## src/rtl/seq_mul_pkg.sv

```systemverilog
// ============================================================================
// Module      : seq_mul_pkg
// Description : Shared FSM state type and sizing helper for the sequential
//               shift-add multiplier.
// Revision    : 1.0 - initial release
// ============================================================================
`default_nettype none

package seq_mul_pkg;

    typedef enum logic [1:0] {
        ST_IDLE = 2'd0,
        ST_RUN  = 2'd1,
        ST_DONE = 2'd2
    } state_t;

    // Bits needed to count 0 .. value-1.
    function automatic int clog2(input int value);
        int r;
        r = 0;
        for (int i = 0; i < 31; i++) begin
            if ((1 << i) < value) begin
                r = i + 1;
            end
        end
        return r;
    endfunction

endpackage

`default_nettype wire

```

## src/rtl/seq_mul_ctrl.sv

```systemverilog
// ============================================================================
// Module      : seq_mul_ctrl
// Description : IDLE/RUN/DONE sequencer for the shift-add multiplier; issues
//               the operand load, per-cycle shift and the done pulse.
// Revision    : 1.0 - initial release
// ============================================================================
`default_nettype none

module seq_mul_ctrl
    import seq_mul_pkg::*;
(
    input  logic clk,
    input  logic rst,
    input  logic start,
    input  logic cnt_last,
    output logic load,
    output logic shift,
    output logic done,
    output logic busy
);

    state_t r_state;
    state_t w_state_nxt;

    always_ff @(posedge clk) begin
        if (rst) begin
            r_state <= ST_IDLE;
        end else begin
            r_state <= w_state_nxt;
        end
    end

    always_comb begin
        w_state_nxt = r_state;
        load        = 1'b0;
        shift       = 1'b0;
        done        = 1'b0;
        busy        = 1'b1;
        case (r_state)
            ST_IDLE: begin
                busy = 1'b0;
                if (start) begin
                    load        = 1'b1;
                    w_state_nxt = ST_RUN;
                end
            end
            ST_RUN: begin
                shift = 1'b1;
                if (cnt_last) begin
                    w_state_nxt = ST_DONE;
                end
            end
            // start is deliberately ignored here so requests are never queued
            ST_DONE: begin
                done        = 1'b1;
                w_state_nxt = ST_IDLE;
            end
            default: begin
                busy        = 1'b0;
                w_state_nxt = ST_IDLE;
            end
        endcase
    end

endmodule

`default_nettype wire

```

## src/rtl/seq_shift_add_mul.sv

```systemverilog
// ============================================================================
// Module      : seq_shift_add_mul
// Description : Parametrised sequential shift-add multiplier, one partial
//               product per clock. Define SEQ_MUL_SIGNED_EN for two's
//               complement operands (same ports and latency).
// Revision    : 1.0 - initial release
// ============================================================================
`default_nettype none

module seq_shift_add_mul
    import seq_mul_pkg::*;
#(
    parameter int WIDTH = 8
) (
    input  logic                 clk,
    input  logic                 rst,
    input  logic                 start,
    input  logic [WIDTH-1:0]     multiplicand,
    input  logic [WIDTH-1:0]     multiplier,
    output logic                 busy,
    output logic                 done,
    output logic [2*WIDTH-1:0]   product
);

    localparam int                 c_cnt_w    = clog2(WIDTH);
    localparam logic [c_cnt_w-1:0] c_cnt_last = c_cnt_w'(WIDTH - 1);

    logic [WIDTH:0]       r_m;
    logic [WIDTH:0]       r_acc;
    logic [WIDTH-1:0]     r_q;
    logic [c_cnt_w-1:0]   r_cnt;
    logic [2*WIDTH-1:0]   r_product;

    logic                 w_load;
    logic                 w_shift;
    logic                 w_cnt_last;
    logic [WIDTH:0]       w_m_ext;
    logic [WIDTH:0]       w_sum;
    logic                 w_fill;
    logic [WIDTH:0]       w_acc_nxt;
    logic [WIDTH-1:0]     w_q_nxt;

    assign w_cnt_last = (r_cnt == c_cnt_last);

    seq_mul_ctrl u_ctrl (
        .clk      (clk),
        .rst      (rst),
        .start    (start),
        .cnt_last (w_cnt_last),
        .load     (w_load),
        .shift    (w_shift),
        .done     (done),
        .busy     (busy)
    );

    always_comb begin
        w_m_ext = '0;
        w_sum   = '0;
        w_fill  = 1'b0;
`ifdef SEQ_MUL_SIGNED_EN
        w_m_ext = {multiplicand[WIDTH-1], multiplicand};
        // The multiplier MSB carries weight -2^(W-1), so its partial product is subtracted.
        if (r_q[0] && w_cnt_last) begin
            w_sum = r_acc - r_m;
        end else if (r_q[0]) begin
            w_sum = r_acc + r_m;
        end else begin
            w_sum = r_acc;
        end
        w_fill = w_sum[WIDTH];
`else
        w_m_ext = {1'b0, multiplicand};
        w_sum   = r_q[0] ? (r_acc + r_m) : r_acc;
        w_fill  = 1'b0;
`endif
        w_acc_nxt = {w_fill, w_sum[WIDTH:1]};
        w_q_nxt   = {w_sum[0], r_q[WIDTH-1:1]};
    end

    always_ff @(posedge clk) begin
        if (rst) begin
            r_m   <= '0;
            r_acc <= '0;
            r_q   <= '0;
            r_cnt <= '0;
        end else if (w_load) begin
            r_m   <= w_m_ext;
            r_acc <= '0;
            r_q   <= multiplier;
            r_cnt <= '0;
        end else if (w_shift) begin
            r_acc <= w_acc_nxt;
            r_q   <= w_q_nxt;
            r_cnt <= r_cnt + c_cnt_w'(1);
        end
    end

    // Result register only moves on the final shift, so it is stable mid-run.
    always_ff @(posedge clk) begin
        if (rst) begin
            r_product <= '0;
        end else if (w_shift && w_cnt_last) begin
            r_product <= {w_acc_nxt[WIDTH-1:0], w_q_nxt};
        end
    end

    assign product = r_product;

endmodule

`default_nettype wire

```

## config.mk

```make
export PLATFORM = sky130hd
export DESIGN_NAME = seq_shift_add_mul
export DESIGN_NICKNAME = d
export VERILOG_FILES = /design/src/rtl/seq_mul_pkg.sv /design/src/rtl/seq_mul_ctrl.sv /design/src/rtl/seq_shift_add_mul.sv
export SDC_FILE = /design/constraint.sdc
export NUM_CORES = 1
export LEC_CHECK = 0
export ABC_AREA = 1
export BUFFER_PORTS_ARGS = -buffer_cell sky130_fd_sc_hd__buf_2
export CAP_MARGIN = 20
export CORE_UTILIZATION = 45
export CTS_CLUSTER_SIZE = 12
export DETAILED_ROUTE_END_ITERATION = 16
export GPL_TIMING_DRIVEN = 0
export HOLD_SLACK_MARGIN = 0.15
export PLACE_DENSITY_LB_ADDON = 0.12
export SYNTH_ARGS = -nofsm -noshare
export SYNTH_HDL_FRONTEND = slang
export SYNTH_SLANG_ARGS = --single-unit
```

## constraint.sdc

```tcl
create_clock -name clk -period 1.7 [get_ports clk]
set_input_delay 0.17 -clock clk [delete_from_list [all_inputs] [get_ports clk]]
set_output_delay 0.17 -clock clk [all_outputs]
set_load 0.01 [all_outputs]
```

==> impl_summary.log <==
INFO  metric run_status = complete, no violations
INFO  metric fp.dieArea = 0.00521 mm2
INFO  metric drv_slew = 0
INFO  metric routed_wirelength = 5.22 mm
INFO  metric r2r.worst_path.cells = 12
INFO  metric setup_viol_count_final = 0
INFO  metric unrepaired_setup_endpoints_after_global_routing = yes
INFO  metric core.rowCount = 25
INFO  metric fmax = 609 MHz
INFO  metric dieHeight = 72.2 um
INFO  metric routed-via-count = 2085
INFO  metric detail_route.iter0.violations = 91
INFO  metric drt_pass1_iterations = 4
INFO  metric post_placement_worst_setup_slack = -0.0630 ns
INFO  metric grt_first_pass_wirelength = 8.82 mm
INFO  metric report.final.hold_viol_count = 0
INFO  metric crit_path_max_fanout = 2
INFO  metric worst_clock_skew = 0.00608 ns
INFO  metric insertedDiodeCount = 0
INFO  metric layout.cells.most_common = nand2_1
INFO  metric power_density = 944 mW/mm2
INFO  metric grt_antenna_before_repair = 0
INFO  metric setup_ws = 0.0572 ns
INFO  metric post-layout-total-power = 2670 uW
INFO  metric track_usage = 22.1%
INFO  metric post_drt_via_cell_ratio = 4.84
INFO  metric area_growth = 27.8%
INFO  metric whs_path_depth = 3
INFO  metric overflow_left_after_global_routing = 0
INFO  metric clk_pin_slew = 0.09 ns
INFO  metric gp_congestion = 0.831
INFO  metric htree_levels = 2
INFO  metric drc = 0
INFO  metric detail_route.wl_per_cell = 12.1 um
INFO  metric critical_path_required = 1.94 ns
INFO  metric mappedNetlistArea = 0.00222 mm2
INFO  metric path_class = flop to flop
INFO  metric yosysSeqAreaShare = 40.6%
INFO  metric final_cell_mix = nand2_1 (68), dfxtp_1 (43), nor2_1 (41)
INFO  metric clock_latency = 0.30 ns
INFO  metric p_leak = 0.00135 uW
INFO  metric initial_core_util = 46.9%
INFO  metric drt.antenna.violating_nets = 0
INFO  metric period_share = 96.6%
INFO  metric clockRootBuffer = clkbuf_8
INFO  metric irDropWorstVdd = 0.569 mV
INFO  metric cts.sink_count = 45
INFO  metric syn-mean-instance-area = 7.20 um2
INFO  metric worst_setup_path_end_kind = flop
INFO  metric timing.max_cap.violations = 0
INFO  metric startpoint_of_the_lowest_slack_hold_path = multiplier[4]
INFO  metric synth_nets = 342
INFO  metric synth_cell_types = 30
INFO  metric synth_warnings = 0
INFO  metric start_kind = flop
INFO  metric slew-limit-headroom = 68.0%
INFO  metric tightest_hold_check_type = input port to flop
INFO  metric proportion_of_layout_cells_with_a_drive_suffix_above_1 = 22.8%
INFO  metric clock_path_buffers = 2
INFO  metric worst_ep_arrival_time = 1.88 ns
INFO  metric via_count_of_the_first_global_routing_pass = 1883
INFO  metric i_o_pins = 37
INFO  metric finalHoldWorstSlack = 0.157 ns
INFO  metric synthCells = 308
INFO  metric synth_register_bits = 45
INFO  metric finish.net_count = 397
INFO  metric hpwlAfterDp = 3.65 mm
INFO  metric worst_r2r_startpoint = r_acc[0]$_SDFFE_PP0P_
INFO  metric cts_made_buffers = 5
INFO  metric buffer_ports.inserted = 36
INFO  metric core_area = 0.00472 mm2
INFO  metric tightestPinTransition = 0.480 ns
INFO  metric tritoncts = yes
INFO  metric pin_count_of_the_biggest_net_entering_global_routing = 16
INFO  metric worst_setup_path_startpoint = r_acc[0]$_SDFFE_PP0P_
INFO  metric dieWidth = 72.2 um
INFO  metric final_period_minus_worst_setup_slack = 1.64 ns
[worst paths after layout]
kind / endpoint / slack [ns]
max: product[15]$_SDFFE_PP0P_ / 0.06
min reg2reg: product[3]$_SDFFE_PP0P_ / 0.47
min: r_q[4]$_SDFFE_PP0P_ / 0.16
max reg2reg: product[15]$_SDFFE_PP0P_ / 0.06
[cells by family (layout without fill, tap and decap cells)]
| kind of cell | after synthesis | in the layout | share of synthesized area [%] |
|---|---|---|---|
| buf+inv | 47 | 103 | 9.76 |
| compound gates | 58 | 58 | 14.0 |
| simple gates | 142 | 142 | 26.4 |
| xor+xnor | 1 | 1 | 0.395 |
| fa+ha+maj | 15 | 15 | 8.80 |
| flops | 45 | 45 | 40.6 |
[synthesized netlist by cell type]
library cell / instances / area share (%)
nand3_1: 17 / 3.8
or2_1: 2 / 0.56
and2_4: 1 / 0.40
or2_0: 1 / 0.28
nand3b_1: 2 / 0.68
nand3_2: 1 / 0.45
buf_2: 1 / 0.23
o211ai_1: 2 / 0.68
o21ai_0: 2 / 0.45
clkbuf_1: 3 / 0.51
dfxtp_1: 45 / 41
nor2_1: 42 / 7.1
buf_8: 2 / 1.4
o21ai_1: 20 / 4.5
xnor2_1: 1 / 0.40
inv_2: 6 / 1.0
nand2_2: 1 / 0.28
a22oi_1: 3 / 1.0
a21oi_1: 25 / 5.6
nand2_1: 74 / 13
buf_1: 1 / 0.17
inv_6: 1 / 0.40
buf_4: 3 / 1.0
inv_1: 29 / 4.9
a31oi_1: 5 / 1.4
clkinv_1: 1 / 0.17
ha_1: 14 / 7.9
fa_1: 1 / 0.90
o22ai_1: 1 / 0.28
nor2_2: 1 / 0.28
[routing by layer]
layer  routed length (um)  up-vias  global-route usage (%)
li1                     -     1101                       -
met1                 2610      945                    30.9
met2                 2380       32                    33.6
met3                  153        7                    4.17
met4                   74        0                    8.06
met5                    0        -                       0
[power breakdown]
| group | total, uW | switching [uW] | internal, uW |
|---|---|---|---|
| logic | 519 | 312 | 207 |
| clock network | 984 | 392 | 592 |
| registers | 1170 | 50.7 | 1120 |
[worst max-delay path: stages (launching register included)]
cell and delay (ns):
dfxtp_2 0.36, ha_4 0.14, inv_1 0.04, fa_2 0.33, inv_2 0.07, nand2_2 0.06
nand2_2 0.07, nand3_2 0.08, nand2_2 0.07, nand2_2 0.07, nand3_1 0.09, nand2_2 0.07
a21oi_1 0.12
[flip-flops by register name, indices dropped and copies added (netlist names)]
register	count
product	16
r_acc	8
r_m	8
r_q	8
r_cnt	3
u_ctrl.r_state	2
[stage by stage]
step / std cells / util (%) / TNS, ns / area (um2)
detailed placement: 411 / 52.5 / -0.141 / 2480
CTS: 431 / 58.6 / 0 / 2770
global placement: 411 / 52.5 / -0.156 / 2480
global route: 431 / 60.0 / -0.155 / 2830
finish: 431 / 60.0 / 0 / 2830
floorplan: 308 / - / 0 / 2220
[final cells by class]
type,instances,area (um2)
Inverter,37,146
Clock buffer,5,68.8
Tap cell,67,83.8
Sequential cell,45,903
Timing Repair Buffer,48,298
Multi-Input combinational cell,216,1190
Fill cell,445,1890
Buffer,10,73.8
Clock inverter,3,68.8
[repair_timing]
item | CTS | global route
resized for setup | 9 | 17
hold buffers | 11 | 0
pin swaps | 3 | 1
hold endpoints to repair | 11 | 0
buffers inserted | 1 | 0
cloned | 0 | 0
setup endpoints to repair | 8 | 10
No activity file was read; power rests on OpenSTA's default activity.
